===== src/rtl/mux_arbiter.sv =====
// Round-robin arbiter for a shared 2:1 mux channel: owns the mux select, grants one
// requester at a time, bounds contested bursts and inserts a dead cycle at each handover.
module mux_arbiter #(
    parameter int MAX_BURST = 8
) (
    input  logic clk,
    input  logic rst,
    input  logic req_a,
    input  logic req_b,
    input  logic done_a,
    input  logic done_b,
    output logic gnt_a,
    output logic gnt_b,
    output logic sel,
    output logic busy
);

    localparam int CNT_W = $clog2(MAX_BURST) + 1;
    localparam logic [CNT_W-1:0] CNT_MAX = CNT_W'(MAX_BURST - 1);

    localparam logic [1:0] S_IDLE   = 2'd0;
    localparam logic [1:0] S_GNT_A  = 2'd1;
    localparam logic [1:0] S_GNT_B  = 2'd2;
    localparam logic [1:0] S_SWITCH = 2'd3;

    logic [1:0]       state_q, state_d;
    logic [CNT_W-1:0] cnt_q, cnt_d;
    logic             last_a_q, last_a_d;
    logic             sel_q, sel_d;
    logic             gnt_a_q, gnt_b_q;
    logic             enter_a, enter_b;

    always_comb begin
        state_d = state_q;
        case (state_q)
            S_IDLE: begin
                if (req_a && (!req_b || !last_a_q))
                    state_d = S_GNT_A;
                else if (req_b && (!req_a || last_a_q))
                    state_d = S_GNT_B;
            end
            S_GNT_A: begin
                if (done_a || !req_a || (cnt_q == CNT_MAX && req_b))
                    state_d = S_SWITCH;
            end
            S_GNT_B: begin
                if (done_b || !req_b || (cnt_q == CNT_MAX && req_a))
                    state_d = S_SWITCH;
            end
            S_SWITCH: begin
                // The side that did not go last gets first claim on the channel.
                if (last_a_q) begin
                    if (req_b)      state_d = S_GNT_B;
                    else if (req_a) state_d = S_GNT_A;
                    else            state_d = S_IDLE;
                end else begin
                    if (req_a)      state_d = S_GNT_A;
                    else if (req_b) state_d = S_GNT_B;
                    else            state_d = S_IDLE;
                end
            end
            default: state_d = S_IDLE;
        endcase
    end

    assign enter_a = (state_d == S_GNT_A) && (state_q != S_GNT_A);
    assign enter_b = (state_d == S_GNT_B) && (state_q != S_GNT_B);

    always_comb begin
        cnt_d    = cnt_q;
        sel_d    = sel_q;
        last_a_d = last_a_q;
        if (enter_a || enter_b) begin
            cnt_d    = '0;
            sel_d    = enter_a;
            last_a_d = enter_a;
        end else if ((state_q == S_GNT_A || state_q == S_GNT_B) && cnt_q != CNT_MAX) begin
            cnt_d = cnt_q + CNT_W'(1);
        end
    end

    always_ff @(posedge clk or posedge rst) begin
        if (rst) begin
            state_q  <= S_IDLE;
            cnt_q    <= '0;
            last_a_q <= 1'b0;
            sel_q    <= 1'b0;
            gnt_a_q  <= 1'b0;
            gnt_b_q  <= 1'b0;
        end else begin
            state_q  <= state_d;
            cnt_q    <= cnt_d;
            last_a_q <= last_a_d;
            sel_q    <= sel_d;
            gnt_a_q  <= (state_d == S_GNT_A);
            gnt_b_q  <= (state_d == S_GNT_B);
        end
    end

    assign gnt_a = gnt_a_q;
    assign gnt_b = gnt_b_q;
    assign sel   = sel_q;
    assign busy  = (state_q != S_IDLE);

endmodule


===== config.mk =====
export PLATFORM = sky130hd
export DESIGN_NAME = mux_arbiter
export DESIGN_NICKNAME = d
export VERILOG_FILES = /design/src/rtl/mux_arbiter.sv
export SDC_FILE = /design/constraint.sdc
export NUM_CORES = 1
export LEC_CHECK = 0
export CORE_AREA = 2 2 42 44
export DETAILED_ROUTE_END_ITERATION = 8
export DIE_AREA = 0 0 44 46
export HOLD_SLACK_MARGIN = 0.06
export PLACE_DENSITY_LB_ADDON = 0.2
export SYNTH_ARGS = -nofsm -noshare
export SYNTH_HDL_FRONTEND = slang
export SYNTH_SLANG_ARGS = --single-unit

===== constraint.sdc =====
create_clock -name clk -period 2.3 [get_ports clk]
set_input_delay 0.69 -clock clk [delete_from_list [all_inputs] [get_ports clk]]
set_output_delay 0.69 -clock clk [all_outputs]
set_load 0.005 [all_outputs]

# == Word level (Yosys, flattened, before mapping) ==
# Cells that the tools add are included.
# classes
n_addsub,1
multipliers,0
div_mod_pow,0
magnitude_cmp,0
eq_ne,9
n_shift,0
mux,12
bitwise,0
reduce_logical,21
# ops
operator,count
2-bit 2-to-1 mux,8
1-bit logical OR,8
4-bit 2-to-1 mux,2
2-bit case mux with 4 select lines,1
1-bit logical AND,7
2-bit == test (second input constant),3
4-bit by 1-bit adder with 4-bit output (second input constant),1
2-bit by 1-bit == test with 1-bit output (second input constant),2
4-bit by 3-bit == test with 1-bit output (second input constant),1
4-bit by 3-bit inequality test with 1-bit output (second input constant),1
2-bit nonzero test,2
1-bit logical NOT,3
2-bit logical NOT,1
2-bit by 1-bit inequality test with 1-bit output (second input constant),1
2-bit inequality test (second input constant),1
1-bit 2-to-1 mux,1
# word_totals
regBits,9
latchBits,0
ramBits,0
romBits,0
inputBits,6
out_inout_bits,4
n_memories,0

# == Depth between registers and ports, before layout ==
# Gate-level depths: netlist of the first run.
# logic_depth
depth_word,10
ltp_mapped,7
mapped_depth_nobuf,7

# == Worst setup path after synthesis of the first run ==
# OpenSTA, ideal clock, no wires.
# synth_timing
kind,in2reg
startpoint,in req_b
endpoint,reg cnt_q[2]
arrival_time_ns,1.615
path_slack_ns,0.591
stages,5
path_buffers,0
cell_sequence,and4b_1 > o41ai_1 > a22o_2 > and3b_4 > nor4_4
# synth_via
elab_chain_cells,9
word_cells_on_any_way,24
classes_between,eq/ne (2); mux (10); reduce/logical (12)
# synth_lines
item,line_no,rtl
start: declaration,9,"input logic req_b,"
1-bit logical NOT,"37, 47",
1-bit logical OR (on tied branches),"47, 37",
1-bit logical OR or 1-bit logical AND (tied branches),"47, 37",
2-bit 2-to-1 mux (on tied branches),"47, 37",
2-bit case mux with 4 select lines *,35,case (state_q)
2-bit by 1-bit == test with 1-bit output or 2-bit == test (tied branches),"66, 67",
1-bit logical AND (on tied branches),"66, 67",
1-bit logical OR *,73,if (enter_a || enter_b) begin
4-bit 2-to-1 mux or 2-bit nonzero test (tied branches),--,
end signal: assignment,92,cnt_q <= cnt_d;
end: declaration,27,"logic [CNT_W-1:0] cnt_q, cnt_d;"
# Every way passes the cells marked *; elsewhere a longest branch is shown, timed or not.
# A chain may end at the register's enable or synchronous reset.

# == Worst setup path in the final report of the first run ==
# layout_timing
startpoint,in req_a
endpoint,reg cnt_q[0]
# layout_via
elab_chain_cells,10
word_cells_on_any_way,24
classes_between,eq/ne (2); mux (10); reduce/logical (12)
# layout_lines
item,line_no,rtl
start: declaration,8,"input logic req_a,"
1-bit logical NOT,"39, 43",
1-bit logical OR,39,else if (req_b && (!req_a || last_a_q))
1-bit logical AND,39,
2-bit 2-to-1 mux,39,
2-bit 2-to-1 mux,37,if (req_a && (!req_b || !last_a_q))
2-bit case mux with 4 select lines *,35,
2-bit by 1-bit == test with 1-bit output or 2-bit == test (tied branches),"66, 67",
1-bit logical AND (on tied branches),"66, 67",
1-bit logical OR *,73,
4-bit 2-to-1 mux or 2-bit nonzero test (tied branches),--,
# Marks and branches as above.

==> results.txt, run 1 <==
clock net sink count: 9
vias per cell: 5.38
leakage power: 0.348 nW
cell-internal power: 0.000633 W
Seq cells post-synth: 9
worst setup path category: in2reg
synth top area cells: dfrtp_1 38%, ha_1 13%, nor4_4 3.6%, inv_1 3.2%, nand2_1 3.2%
H-Tree Depth: 1
die span in x: 44 µm
number of unique standard cell types used by synthesis: 28
number of rows in the core area: 15
startpoint of the most critical setup path: req_a
Hold Path Class: reg2reg
total design power: 0.00107 W
I/O pin count: 10
cell type with the highest aggregate area in the netlist: dfrtp_1
number of antenna violations at the first check in global routing: 0
effective utilization at floorplan: 36.3%
unrepaired setup endpoints after global routing: false
primary flip-flop cell chosen by synthesis mapping: dfrtp_1
maximum count of clock buffers along a single path: 2
switching fraction of total power: 40.9%
area of the core: 0.00161 mm²
wire length of the first global-routing pass: 2040 µm
crit path DAT: 2230 ps
Clk pwr share: 11.3%
Critical Path Fanout Max: 6
Gate Count Post-Synth: 58
number of max-slew violations in the final report: 0
number of buffers inserted to repair setup after CTS: 0
source-to-sink clock delay at the later pin of the worst-skew pair: 260 ps
vias in the first global route: 482
type of element capturing the critical path: register
clock slew at reported path FFs: 60 ps
mean instance size in the synthesized netlist: 10.1 µm²
r2r endpoint: cnt_q[0]$_DFFE_PP0P_
Mapped Nets: 70
routed wire length per instance: 13.0 µm
shortest period the worst path allows: 2100 ps
hold violation total from the final report: 0
total global-route track usage: 14.0%
Power Density: 1410 mW/mm²
Net Sw Power: 0.000438 W
synthesis-to-layout area growth: 29.9%
clock root cell: clkbuf_4
max cap viols: 0
die area: 0.00202 mm²
total setup violations reported at the end of the flow: 0
post-synthesis instance area: 586 µm²
share of the clock period used by the worst path after layout: 91.3%
Vias: 500
most instantiated cells after synthesis: 9 x dfrtp_1, 6 x ha_1, 5 x inv_1, 5 x nand2_1
total number of yosys warnings: 0
Die Ht: 46 µm
Seq/Total Area, Yosys: 38.5%
TritonCTS clock tree: done
detailed-route DRC error count: 0
total detailed-routing wirelength: 1210 µm
critical path endpoint: cnt_q[0]$_DFFE_PP0P_
Post-synth EDFFs: 0
sum of negative setup slack: 0 ps
Slew HR: 74.1%
startpoint of the lowest-slack register-to-register path: cnt_q[0]$_DFFE_PP0P_
Crit path required time: 2430 ps
share of the synthesized area in the top cell type: 38.5%
HPWL after detailed placement: 913 µm
clock buffer count from CTS: 3
pin slew with the least headroom to its limit: 387 ps
share of power burned in combinational logic: 62.7%
critical path startpoint category: primary input
FF-to-FF path depth: 6
Resize count post-CTS: 0
remaining global-route overflow: 0
Nets: 89
register-to-register setup slack: 500 ps
Sequential Power Share: 26.0%
most used standard cell by instance count after synthesis: dfrtp_1
maximum number of pins on one net before global-route repair: 10
maximum vdd ir drop: 0.000535 V
# port buffers: 9
number of antenna repair diodes: 0
Clock Skews: 7.72 ps
outcome: finished, final reports clean
fraction of final layout cells with drive strength greater than 1: 19.7%
fraction of registers with async set or reset after synthesis: 100%
Routed Antenna Nets: 0
number of DRC violations after detailed-routing iteration 0: 11
gpl congestion: 0.798
hold-fix buffer count after cts: 0
achievable clock frequency: 476 MHz
number of detailed-routing iterations run before antenna repair: 4
-- how the worst min path moves through the flow --
stage                    startpoint              endpoint  slack [ps]  cells after the start
CTS                 sel$_DFFE_PP0P_       sel$_DFFE_PP0P_         590                      2
floorplan                       rst  cnt_q[0]$_DFFE_PP0P_         520                      1
finish              sel$_DFFE_PP0P_       sel$_DFFE_PP0P_         590                      2
global placement    sel$_DFFE_PP0P_       sel$_DFFE_PP0P_         590                      2
global route        sel$_DFFE_PP0P_       sel$_DFFE_PP0P_         620                      2
detailed placement  sel$_DFFE_PP0P_       sel$_DFFE_PP0P_         570                      2
-- power by group through the flow --
stage	clock [W]	combinational, W	sequential [W]
2_1_floorplan	0	0.000407	0.000288
3_3_place_gp	0	0.000668	0.000283
3_5_place_dp	0	0.000667	0.000282
4_1_cts	0.000129	0.000676	0.000280
5_1_grt	0.000134	0.000754	0.000289
6_report	0.000121	0.000672	0.000278
-- worst max-delay path, stage by stage --
cell and delay, ps:
clkdlybuf4s50_1 570, nand2b_1 130, a311oi_1 300, a22o_2 210, and3b_4 240, nor3_1 70
-- final cells by class --
type / instances / area [µm²]
clock buffers: 4 / 26.3
fillers: 157 / 853
inverters: 6 / 22.5
multi-input cells: 43 / 338
flip-flops and latches: 9 / 225
well taps: 17 / 21.3
repair buffers: 14 / 128
-- cell families after synthesis --
kind of cell	count (synthesis)	share of synthesized area, %
simple gates	24	27.8
mux	1	1.71
buf+inv	6	3.85
compound gates	11	13.9
xor+xnor	1	1.50
fa+ha+maj	6	12.8
flops	9	38.5
-- stage by stage --
step | std cells | utilization (%) | instance area (µm²) | hold WS [ps] | setup WS [ps]
after floorplan | 58 | - | 586 | 518 | 591
after global placement | 89 | 45.5 | 734 | 589 | -49.2
after detailed placement | 89 | 45.5 | 734 | 572 | -26.8
after CTS | 93 | 47.1 | 761 | 591 | 179
after global routing | 93 | 47.1 | 761 | 623 | 115
final | 93 | 47.1 | 761 | 587 | 201
-- flip-flops by register name, indices dropped and copies added (netlist names) --
name,cells
sel,1
state_q,2
cnt_q,4
gnt_a,1
gnt_b,1
-- cell usage in the layout (no fill, tap or decap) --
cell             synthesis  final
nor2b_1                  1      1
clkdlybuf4s50_1          0      9
o41ai_1                  1      1
nand2b_1                 2      2
a21bo_2                  1      1
xor2_1                   1      1
ha_1                     6      6
and3b_4                  1      1
or3_1                    1      1
nand4b_1                 2      2
dfrtp_1                  9      9
clkbuf_1                 0      1
nand4_1                  3      3
a311oi_1                 1      1
mux2i_1                  1      1
a21oi_1                  1      1
clkbuf_4                 0      3
nor3_1                   2      2
nand2_1                  5      5
buf_4                    0      5
o21bai_1                 1      1
inv_1                    5      5
and4_2                   1      1
and4b_1                  1      1
a31o_1                   1      1
inv_2                    1      1
a211oi_1                 1      1
and2_2                   1      1
a22o_2                   1      1
nor4_4                   1      1
nor2_1                   3      3
o21ai_0                  3      3
-- layer usage --
metal  GRT usage (%)  up-vias  routed length (µm)
li1                -      246                   -
met1            17.7      241                 542
met2            22.9       11                 624
met3            2.38        2                  35
met4            7.27        0                   5
met5               0        -                   0
(Power assumes the default switching activity.)
==> inputs of run 2 (changes only) <==
--- a/config.mk
+++ b/config.mk
@@ -5,6 +5,7 @@
 export SDC_FILE = /design/constraint.sdc
 export NUM_CORES = 1
 export LEC_CHECK = 0
+export ABC_CLOCK_PERIOD_IN_PS = 2300
 export CORE_AREA = 2 2 42 44
 export DETAILED_ROUTE_END_ITERATION = 8
 export DIE_AREA = 0 0 44 46
==> results of run 2 <==
Final layout, timing and power as in run 1 (identical DEF).
